<file path="src/rtl/magnetron_ctrl_pkg.sv">
// Shared types and constants for the magnetron cooking-core controller.
// Build option: define SYNC_EN to add input synchronizers in front of the FSM.
package magnetron_ctrl_pkg;

   typedef enum logic [1:0] {
      IDLE  = 2'd0,
      COOK  = 2'd1,
      PAUSE = 2'd2,
      DONE  = 2'd3
   } state_t;

   localparam int SYNC_STAGES_DEFAULT = 2;

   // Priority clr > open/stop > timer_done > start; a door-open start never enters COOK.
   function automatic state_t next_state(
      input state_t cur,
      input logic   clr,
      input logic   open,
      input logic   stop,
      input logic   tdone,
      input logic   start
   );
      state_t nxt;
      nxt = cur;
      if (clr) begin
         nxt = IDLE;
      end else begin
         case (cur)
            IDLE: begin
               if (start && !open && !tdone && !stop) begin
                  nxt = COOK;
               end else begin
                  nxt = IDLE;
               end
            end
            COOK: begin
               if (open || stop) begin
                  nxt = PAUSE;
               end else if (tdone) begin
                  nxt = DONE;
               end else begin
                  nxt = COOK;
               end
            end
            PAUSE: begin
               if (start && !open && !stop && !tdone) begin
                  nxt = COOK;
               end else begin
                  nxt = PAUSE;
               end
            end
            DONE: begin
               if (open) begin
                  nxt = IDLE;
               end else begin
                  nxt = DONE;
               end
            end
            default: nxt = IDLE;
         endcase
      end
      return nxt;
   endfunction

endpackage

</file>
<file path="src/rtl/magnetron_ctrl_logic_sync_bit.sv">
// N-stage single-bit flop synchronizer; flops reset to a chosen inactive level.
module sync_bit #(
   parameter int   N         = 2,
   parameter logic RESET_VAL = 1'b0
) (
   input  logic clk,
   input  logic rst,
   input  logic d,
   output logic q
);

   logic [N-1:0] ff;

   // Shift the asynchronous input through the chain.
   always_ff @(posedge clk) begin
      if (rst) begin
         ff <= {N{RESET_VAL}};
      end else begin
         ff <= {ff[N-2:0], d};
      end
   end

   assign q = ff[N-1];

endmodule

</file>
<file path="src/rtl/magnetron_ctrl_logic.sv">
// Microwave cooking-core control FSM: decides when the magnetron is energised.
// Build option: SYNC_EN inserts SYNC_STAGES-deep synchronizers on all inputs but rst.
module magnetron_ctrl_logic
   import magnetron_ctrl_pkg::*;
#(
   parameter int SYNC_STAGES = SYNC_STAGES_DEFAULT
) (
   input  logic       clk,
   input  logic       rst,
   input  logic       timer_done,
   input  logic       door_closed,
   input  logic       clearn,
   input  logic       startn,
   input  logic       stopn,
   output logic       mag_on,
   output logic       timer_en,
   output logic       timer_clr,
   output logic       done_pulse,
   output logic [1:0] state
);

   logic   td_in;
   logic   dc_in;
   logic   clearn_in;
   logic   startn_in;
   logic   stopn_in;
   logic   clr;
   logic   open;
   logic   stop;
   logic   start;
   state_t cur;
   state_t nxt;

   if (SYNC_STAGES < 2 || SYNC_STAGES > 4) begin : g_bad_stages
      $error("SYNC_STAGES must be in 2..4");
   end

`ifdef SYNC_EN
   sync_bit #(.N(SYNC_STAGES), .RESET_VAL(1'b0)) u_sync_td (
      .clk(clk), .rst(rst), .d(timer_done),  .q(td_in)
   );
   sync_bit #(.N(SYNC_STAGES), .RESET_VAL(1'b0)) u_sync_dc (
      .clk(clk), .rst(rst), .d(door_closed), .q(dc_in)
   );
   sync_bit #(.N(SYNC_STAGES), .RESET_VAL(1'b1)) u_sync_clearn (
      .clk(clk), .rst(rst), .d(clearn),      .q(clearn_in)
   );
   sync_bit #(.N(SYNC_STAGES), .RESET_VAL(1'b1)) u_sync_startn (
      .clk(clk), .rst(rst), .d(startn),      .q(startn_in)
   );
   sync_bit #(.N(SYNC_STAGES), .RESET_VAL(1'b1)) u_sync_stopn (
      .clk(clk), .rst(rst), .d(stopn),       .q(stopn_in)
   );
`else
   assign td_in     = timer_done;
   assign dc_in     = door_closed;
   assign clearn_in = clearn;
   assign startn_in = startn;
   assign stopn_in  = stopn;
`endif

   assign clr   = ~clearn_in;
   assign open  = ~dc_in;
   assign stop  = ~stopn_in;
   assign start = ~startn_in;
   assign nxt   = next_state(cur, clr, open, stop, td_in, start);

   // State register plus registered outputs aligned with each state change.
   always_ff @(posedge clk) begin
      if (rst) begin
         cur        <= IDLE;
         mag_on     <= 1'b0;
         timer_en   <= 1'b0;
         timer_clr  <= 1'b0;
         done_pulse <= 1'b0;
      end else begin
         cur        <= nxt;
         mag_on     <= (nxt == COOK);
         timer_en   <= (nxt == COOK);
         timer_clr  <= clr;
         done_pulse <= (cur == COOK) && (nxt == DONE);
      end
   end

   assign state = cur;

endmodule

</file>
<file path="config.mk">
export PLATFORM = sky130hd
export DESIGN_NAME = magnetron_ctrl_logic
export DESIGN_NICKNAME = d
export VERILOG_FILES = /design/src/rtl/magnetron_ctrl_pkg.sv /design/src/rtl/magnetron_ctrl_logic_sync_bit.sv /design/src/rtl/magnetron_ctrl_logic.sv
export SDC_FILE = /design/constraint.sdc
export NUM_CORES = 1
export LEC_CHECK = 0
export ABC_AREA = 1
export CORE_AREA = 2 2 39 41
export CTS_BUF_LIST = sky130_fd_sc_hd__clkbuf_16
export DETAILED_ROUTE_END_ITERATION = 8
export DIE_AREA = 0 0 41 43
export SETUP_SLACK_MARGIN = 0.15
export SLEW_MARGIN = 5
export SYNTH_ARGS = -nofsm -noshare
export SYNTH_HDL_FRONTEND = slang
export SYNTH_SLANG_ARGS = --single-unit
</file>
<file path="constraint.sdc">
create_clock -name clk -period 2.1 [get_ports clk]
set_input_delay 0.42 -clock clk [delete_from_list [all_inputs] [get_ports clk]]
set_output_delay 0.42 -clock clk [all_outputs]
set_load 0.005 [all_outputs]
</file>
==> metrics.md, run 1 <==
| Metric | Value |
|---|---|
| Congestion Overflow GR | 0 |
| Cell taking the most area after synthesis | dfxtp_1 |
| Total power | 0.4317 mW |
| Initial Util | 17.27% |
| Final worst setup slack | 0.5208 ns |
| Worst-path fanout max | 5 |
| RSZ-0062 raised after global routing | no |
| Top post-synthesis cells by area | dfxtp_1 42%, nand2_1 9.4%, inv_1 7.9% |
| Root Driver | clkbuf_16 |
| Final net count | 57 |
| P per Cell Area | 958.5 nW/um^2 |
| Postcts setup bufs | 0 |
| Full die area | 1763 sq um |
| # diodes | 0 |
| Crit Path Class | reg -> out |
| Most used DFF post-synth | dfxtp_1 |
| Final worst path period share | 75.20% |
| Req. time, crit path | 1.68 ns |
| CTS Buffer Depth | 2 |
| Delay-heaviest family, CP | buffers and inverters |
| Dpl cells | 61 |
| DP HPWL | 388.9 um |
| Final Util | 32.55% |
| Syn avg cell area | 7.029 sq um |
| Post-route DRC | 0 |
| Largest net degree at the start of global routing | 6 |
| Port buffer count | 12 |
| Status | finished clean |
| Count leader, synth | nand2_1 |
| Crit. End Element | primary output |
| Htree depth | 1 |
| P&R area growth vs syn | 88.48% |
| Peak supply drop | 0.0002243 V |
| Switch share | 16.88% |
| # fillers | 152 |
| Synth cell types | 12 |
| 1st-iter DRT viols | 2 |
| Routed via count | 249 |
| Register share of total power | 22.7% |
| Post-synth EDFFs | 0 |
| Fin Hold WS | 0.6070 ns |
| Vias in the first global route | 231 |
| Clock share of power | 71.6% |
| Period minus WS final | 1.579 ns |
| Worst path bufs/invs | 1 |
| Chip Height | 43 um |
| Slew @ Worst Pin | 0.1965 ns |
| Core ar. | 1384 sq um |
| Routed vias/inst | 3.831 |
| P_sw | 0.07287 mW |
| Clock latency on the worst-skew pair | 0.23 ns |
| Synth top cells by count | 6 x nand2_1, 5 x dfxtp_1, 5 x inv_1, 5 x nor2_1 |
| GP Congestion | 0.6240 |
| Final Hold Viols | 0 |
| Clock skew | 0.001145 ns |
| Syn_nets | 41 |
| Hold crit path type | reg -> reg |
| Number of buffers created by CTS | 3 |
| Antenna violations before repair | 0 |
| Seq cells post-synth | 5 |
| Area of the multi-input gates | 108.9 sq um |
| Cell Chain, Critical Path | clkdlybuf4s50_1 |
| Sequential cell area fraction in the yosys report | 41.88% |
| Total number of yosys warnings | 0 |
| Synth top area share | 41.88% |
| CP arrival | 1.16 ns |
| P_int | 0.3589 mW |
| First-pass GRT wire length | 828 um |
| Clk slew on worst S/H paths | 0.03 ns |
| Design area | 450.4 sq um |
| Achievable Freq | 633.2 MHz |
| Flop2flop setup slack | 1.15 ns |
| Wire per inst | 7.954 um |
| Synthesized area | 239.0 sq um |
| Slowest cell on crit path | clkdlybuf4s50_1 |
| Max_cap viols | 0 |
| Fin cells | 65 |
| Slew margin rel. | 86.86% |
| TritonRoute pass-1 iters | 2 |
| CTS Hold Bufs | 0 |
| Post-detailed-routing wire length | 517 um |
| Cells after Synth | 34 |
| Proportion of layout cells with a drive suffix above 1 | 20.41% |
| CP startpoint kind | flip-flop |
| Die X | 41 um |
| Slowest cell delay on critical path | 0.53 ns |
| Post-synth ARST share | 0% |
| Global Route Usage Sum | 7.415% |
| CTS tree | yes |
| Gate power share | 5.7% |
| Pre-CTS setup slack | 0.5526 ns |
| Final setup vio count | 0 |
| Static Leak | 0.1947 nW |
| IO Pins | 13 |
| Row count | 14 |
| Area after DPL | 371.6 sq um |
| TNS Setup | 0 ns |
| Slew Limit Fails | 0 |
| Routed Antenna Nets | 0 |
| CTS resizes | 0 |
| Reg area | 100.1 sq um |
| Clock sinks | 5 |
-- state kept, by name, indices dropped and copies added, names as in the netlist --
register	cells
state	2
done_pulse	1
timer_clr	1
timer_en	1
-- layout make-up --
class / instances / share of cell area (%)
timing repair buffer: 12 / 26.67
inverter: 6 / 5.000
sequential: 5 / 22.22
clock buffer: 3 / 16.67
clock inverter: 1 / 0.8333
tap: 16 / 4.444
multi-input combinational: 22 / 24.17
-- worst paths after layout --
check                                   to  cells past startpoint      from
worst max-delay path              state[1]                      1  state[1]
worst max register to register  done_pulse                      5  state[1]
worst min register to register  done_pulse                      4  state[0]
worst min-delay path            done_pulse                      4  state[0]
-- placed cells by master, fill, tap and decap left out, drive strengths merged --
cell | netlist | final
clkdlybuf4s50 | 0 | 12
nand2 | 8 | 8
nor2 | 8 | 8
inv | 6 | 7
dfxtp | 5 | 5
nand3 | 3 | 3
clkbuf | 0 | 3
a21oi | 2 | 2
o211ai | 1 | 1
-- per-layer routing --
layer	up-vias	track usage, %	part of all wire, %	routed length (um)
met4	0	10.00	2.9	15
li1	132	-	-	-
met2	5	10.31	55	285
met3	2	1.571	3.5	18
met5	-	0	0	0
met1	110	7.348	38	197
-- cell families (layout without fill, tap and decap cells) --
logic type,after synthesis,in the layout,synth area share (%)
AND/OR/NAND/NOR,19,19,36.65
buffers and inverters,7,22,12.57
flip-flops,5,5,41.89
AO/OA/AOI/OAI,3,3,8.900
-- power by group through the flow --
stage,sequential (mW),combinational (mW),clock (mW)
after floorplan,0.0994,0.00634,0
after global placement,0.0992,0.0246,0
after detailed placement,0.0992,0.0248,0
after CTS,0.0978,0.0252,0.313
after global routing,0.0981,0.0271,0.323
final,0.0978,0.0248,0.309
Note: power is estimated with default switching activity, not from simulation.
==> run 2: changes to the inputs <==
==> constraint.sdc (replaced) <==
create_clock -name clk -period 1.5 [get_ports clk]
set_input_delay 0.3 -clock clk [delete_from_list [all_inputs] [get_ports clk]]
set_output_delay 0.3 -clock clk [all_outputs]
set_load 0.005 [all_outputs]
==> metrics.md, run 2 (synthesis results as in run 1) <==
| Metric | Value |
|---|---|
| Register share of total power | 22.0% |
| Hold path startpoint | state[1] |
| RSZ-0062 raised after global routing | no |
| Static Leak | 0.2977 nW |
| Routed Antenna Nets | 0 |
| Row count | 14 |
| CP arrival | 1.29 ns |
| Req. time, crit path | 1.62 ns |
| Final Util | 34.90% |
| R2R Path End | done_pulse |
| Peak supply drop | 0.0003122 V |
| Number of buffers created by CTS | 3 |
| Final Hold Viols | 0 |
| P_sw | 0.1074 mW |
| Htree depth | 1 |
| Status | finished clean |
| First-pass GRT wire length | 834 um |
| CTS tree | yes |
| TNS Setup | 0 ns |
| Crit. End Element | flip-flop |
| Max reg flops | 2 |
| Congestion Overflow GR | 0 |
| Slew margin rel. | 88.63% |
| # diodes | 0 |
| GR peak layer | met2 |
| Fin Hold WS | 0.5600 ns |
| Reg2reg start | state[0] |
| Slew @ Worst Pin | 0.1697 ns |
| Worst r2r path cells | 7 |
| Routed vias/inst | 3.791 |
| Final worst path period share | 78.00% |
| Global Route Usage Sum | 7.121% |
| P_int | 0.5053 mW |
| Clock skew | 0.003040 ns |
| Core ar. | 1384 sq um |
| Antenna violations before repair | 0 |
| Wire per inst | 7.731 um |
| Met3 Use GR | 1.571% |
| Pre-CTS setup slack | 0.08183 ns |
| Slew Limit Fails | 0 |
| Die X | 41 um |
| Period minus WS final | 1.170 ns |
| Post-route DRC | 0 |
| Proportion of layout cells with a drive suffix above 1 | 29.41% |
| Post-detailed-routing wire length | 518 um |
| GP Congestion | 0.6397 |
| M2 GR Usage | 12.50% |
| Critical Path Source | door_closed |
| Hold Path Cell Cnt | 3 |
| DP HPWL | 399.1 um |
| Clock share of power | 72.1% |
| Routed via count | 254 |
| Clk slew on worst S/H paths | 0.04 ns |
| Final setup vio count | 0 |
| Achievable Freq | 854.7 MHz |
| CP startpoint kind | input port |
| Fin cells | 67 |
| Flop2flop setup slack | 0.49 ns |
| P per Cell Area | 1269 nW/um^2 |
| P&R area growth vs syn | 102.1% |
| Global routing usage on met1 | 6.090% |
| Final net count | 59 |
| Gate power share | 5.9% |
| 1st-iter DRT viols | 0 |
| Largest net degree at the start of global routing | 6 |
| Chip Height | 43 um |
| Dpl cells | 62 |
| Port buffer count | 12 |
| Clock latency on the worst-skew pair | 0.23 ns |
| Crit Path Class | in -> reg |
| Root Driver | clkbuf_16 |
| CTS Buffer Depth | 2 |
| TritonRoute pass-1 iters | 1 |
| Hold crit path type | reg -> reg |
| Switch share | 17.52% |
| Clock sinks | 5 |
| Final worst setup slack | 0.3300 ns |
| IO Pins | 13 |
| Worst-path fanout max | 4 |
| Commonest cells after routing, fill and taps aside | 6 x nand2_1, 6 x clkdlybuf4s50_1, 5 x inv_1, 5 x nor2_1, 5 x dlymetal6s2s_1 |
| Initial Util | 17.27% |
| Hold EP | done_pulse |
| # fillers | 150 |
| Full die area | 1763 sq um |
| Vias in the first global route | 251 |
| CTS Hold Bufs | 0 |
| Max_cap viols | 0 |
run 2: cell count changes in the layout (fill, tap and decap cells not counted):
cell,change
dlymetal6s2s_1,+5
inv_1,-1
dlygate4sd2_1,+1
clkdlybuf4s50_1,-6
dfxtp_2,+1
dfxtp_1,-2
buf_4,+2
dfxtp_4,+1
clkinv_2,+1
run 2: power by group through the flow:
| stage | registers (mW) | clock network, mW | logic [mW] |
|---|---|---|---|
| after CTS | 0.135 | 0.446 | 0.0373 |
| after global routing | 0.135 | 0.455 | 0.0394 |
| after floorplan | 0.139 | 0 | 0.00888 |
| final | 0.135 | 0.442 | 0.0361 |
| after detailed placement | 0.139 | 0 | 0.0365 |
| after global placement | 0.139 | 0 | 0.0365 |
run 2: critical path, stage by stage:
cell,delay [ns]
clkdlybuf4s50_1,0.51
nand2_1,0.08
nor2_2,0.09
nand2_1,0.06
nand2_1,0.06
nand2_2,0.07
nand3_1,0.09
nor2_2,0.03
run 2: through the flow:
step	total power, mW	cell area (sq um)
floorplan	0.1480	239.0
global placement	0.1754	379.1
detailed placement	0.1757	379.1
CTS	0.6189	470.5
global route	0.6300	483.0
finish	0.6127	483.0
run 2: area by class of cell:
type | count | area [sq um] | share of cell area (%)
repair buffers | 14 | 146.4 | 30.31
multi-input cells | 22 | 108.9 | 22.54
flip-flops and latches | 5 | 105.1 | 21.76
clock buffers | 3 | 75.07 | 15.54
inverters | 6 | 22.52 | 4.663
well taps | 16 | 20.02 | 4.145
clock inverters | 1 | 5.005 | 1.036
run 2: worst max-delay path by stage:
stage / endpoint / slack (ns) / cells after the start
after global placement: done_pulse / 0.09 / 8
after CTS: mag_on / 0.16 / 1
after floorplan: done_pulse / 0.60 / 5
after global routing: state[1] / 0.22 / 8
after detailed placement: done_pulse / 0.08 / 8
final: done_pulse / 0.33 / 8
run 2: repair_timing:
item	4_1_cts	5_1_grt
setup buffers	1	0
pin swaps	0	0
endpoints found under the setup margin	2	5
gates resized for setup	4	5
gates cloned	0	0
run 2: metal layers:
metal | share of wire (%) | wire [um] | vias to the layer above
met5 | 0 | 0 | -
met4 | 2.5 | 13 | 0
met3 | 3.3 | 17 | 2
met2 | 58 | 301 | 5
met1 | 36 | 185 | 110
li1 | - | - | 137
==> run 3: changes to the inputs <==
==> constraint.sdc (replaced) <==
create_clock -name clk -period 1.16 [get_ports clk]
set_input_delay 0.232 -clock clk [delete_from_list [all_inputs] [get_ports clk]]
set_output_delay 0.232 -clock clk [all_outputs]
set_load 0.005 [all_outputs]
==> metrics.md, run 3 (synthesis results as in run 1) <==
| Metric | Value |
|---|---|
| Routed via count | 273 |
| Full die area | 1763 sq um |
| TNS Setup | 0 ns |
| Routed vias/inst | 4.015 |
| Post-route DRC | 0 |
| P_sw | 0.1436 mW |
| GP Congestion | 0.6222 |
| Total power | 0.7921 mW |
| CTS tree | yes |
| Worst-path fanout max | 2 |
| P_int | 0.6485 mW |
| Largest net degree at the start of global routing | 5 |
| Initial Util | 17.27% |
| Post-detailed-routing wire length | 590 um |
| CTS Hold Bufs | 0 |
| Row count | 14 |
| Proportion of layout cells with a drive suffix above 1 | 36.54% |
| Htree depth | 1 |
| Commonest non-fill, non-tap cell in the layout | inv_1 |
| Slew margin rel. | 89.66% |
| Vias in the first global route | 305 |
| Routed Antenna Nets | 0 |
| Pre-CTS setup slack | -0.2249 ns |
| TritonRoute pass-1 iters | 2 |
| Delay-heaviest family, CP | flip-flops |
| Peak supply drop | 0.0004202 V |
| Max reg flops | 2 |
| Slew @ Worst Pin | 0.1544 ns |
| Commonest cells after routing, fill and taps aside | 6 x inv_1, 5 x nand2_1, 5 x clkdlybuf4s15_1 |
| Root Driver | clkbuf_16 |
| Die X | 41 um |
| Worst r2r path cells | 7 |
| Register share of total power | 22.3% |
| Achievable Freq | 1020 MHz |
| Hold path startpoint | stopn |
| Clock latency on the worst-skew pair | 0.23 ns |
| Dpl cells | 64 |
| Number of buffers created by CTS | 3 |
| Final worst setup slack | 0.1792 ns |
| CP startpoint kind | flip-flop |
| Core ar. | 1384 sq um |
| P per Cell Area | 1615 nW/um^2 |
| Hold Path Cell Cnt | 5 |
| Postcts setup bufs | 0 |
| Fin cells | 68 |
| Global Route Usage Sum | 9.710% |
| Crit Path Class | reg -> out |
| IO Pins | 13 |
| Hold crit path type | in -> reg |
| Hold EP | state[0] |
| Congestion Overflow GR | 0 |
| # diodes | 0 |
| Slew Limit Fails | 0 |
| Slowest cell delay on critical path | 0.32 ns |
| First-pass GRT wire length | 1104 um |
| Status | finished clean |
| Clock share of power | 71.9% |
| Clock skew | 0.0004276 ns |
| Worst path bufs/invs | 1 |
| Flop2flop setup slack | 0.20 ns |
| Chip Height | 43 um |
| Port buffer count | 12 |
| CP arrival | 0.75 ns |
| Static Leak | 0.2270 nW |
| DP HPWL | 454 um |
| Final worst path period share | 84.55% |
| Crit. End Element | primary output |
| 1st-iter DRT viols | 1 |
| CTS Buffer Depth | 2 |
| Gate power share | 5.7% |
| Clk slew on worst S/H paths | 0.03 ns |
| Req. time, crit path | 0.93 ns |
| Final Hold Viols | 0 |
| RSZ-0062 raised after global routing | yes |
| Cell Chain, Critical Path | clkdlybuf4s15_1 |
| R2R Path End | done_pulse |
| P&R area growth vs syn | 105.2% |
| Switch share | 18.12% |
| Wire per inst | 8.676 um |
| Final Util | 35.44% |
| Final setup vio count | 0 |
| Clock sinks | 5 |
| Reg2reg start | state[0] |
| Max_cap viols | 0 |
| Antenna violations before repair | 0 |
| Slowest cell on crit path | dfxtp_2 |
| Final net count | 60 |
| Period minus WS final | 0.9808 ns |
-- run 3: cell count changes in the layout (fill, tap and decap cells not counted), moves of 2 or more --
cell | before | now
clkdlybuf4s15_1 | 0 | 5
buf_6 | 0 | 2
clkdlybuf4s50_1 | 6 | 3
dlygate4sd2_1 | 1 | 3
dlymetal6s2s_1 | 5 | 0
-- run 3: how the worst max path moves through the flow --
stage                start          to  slack [ns]  depth (start not counted)
5_1_grt           state[0]    state[1]        0.13                          7
2_1_floorplan     state[1]  done_pulse        0.26                          5
3_5_place_dp   door_closed  done_pulse       -0.22                          8
4_1_cts           state[1]    state[1]        0.14                          1
6_report          state[1]    state[1]        0.18                          1
3_3_place_gp   door_closed  done_pulse       -0.17                          8
-- run 3: power groups by stage --
stage               Clock [mW]  Sequential, mW  Combinational [mW]
finish                   0.570           0.177              0.0455
global route             0.587           0.177              0.0510
CTS                      0.574           0.177              0.0449
detailed placement           0           0.180              0.0491
global placement             0           0.179              0.0482
floorplan                    0           0.180              0.0115
-- run 3: area by class of cell --
type	instances	area [sq um]
Fill cell	156	893.4
Timing Repair Buffer	15	141.4
Multi-Input combinational cell	22	122.6
Sequential cell	5	102.6
Clock buffer	3	75.07
Inverter	6	25.02
Tap cell	16	20.02
Clock inverter	1	3.754
-- run 3: through the flow --
step	instance area (sq um)	hold slack [ns]
after detailed placement	394.1	0.6590
after global placement	394.1	0.6716
after floorplan	239.0	0.2987
after global routing	490.5	0.6204
after CTS	470.5	0.5760
final	490.5	0.5767
-- run 3: metal layers --
metal | GRT usage [%] | wire length [um]
met4 | 10.00 | 21
met3 | 1.571 | 21
met2 | 15.94 | 338
met1 | 8.917 | 208
met5 | 0 | 0
-- run 3: repair_timing --
item                       4_1_cts  5_1_grt
pin swaps                        1        0
setup endpoints to repair       10        6
resized for setup               14       11
-- run 3: worst reg2reg max path: stages, from the launching register on --
cell and delay (ns):
dfxtp_2 0.31, buf_6 0.12, inv_4 0.06, nor2_4 0.04
a21oi_2 0.12, nand2_2 0.08, nand3_1 0.09, nor2_2 0.03
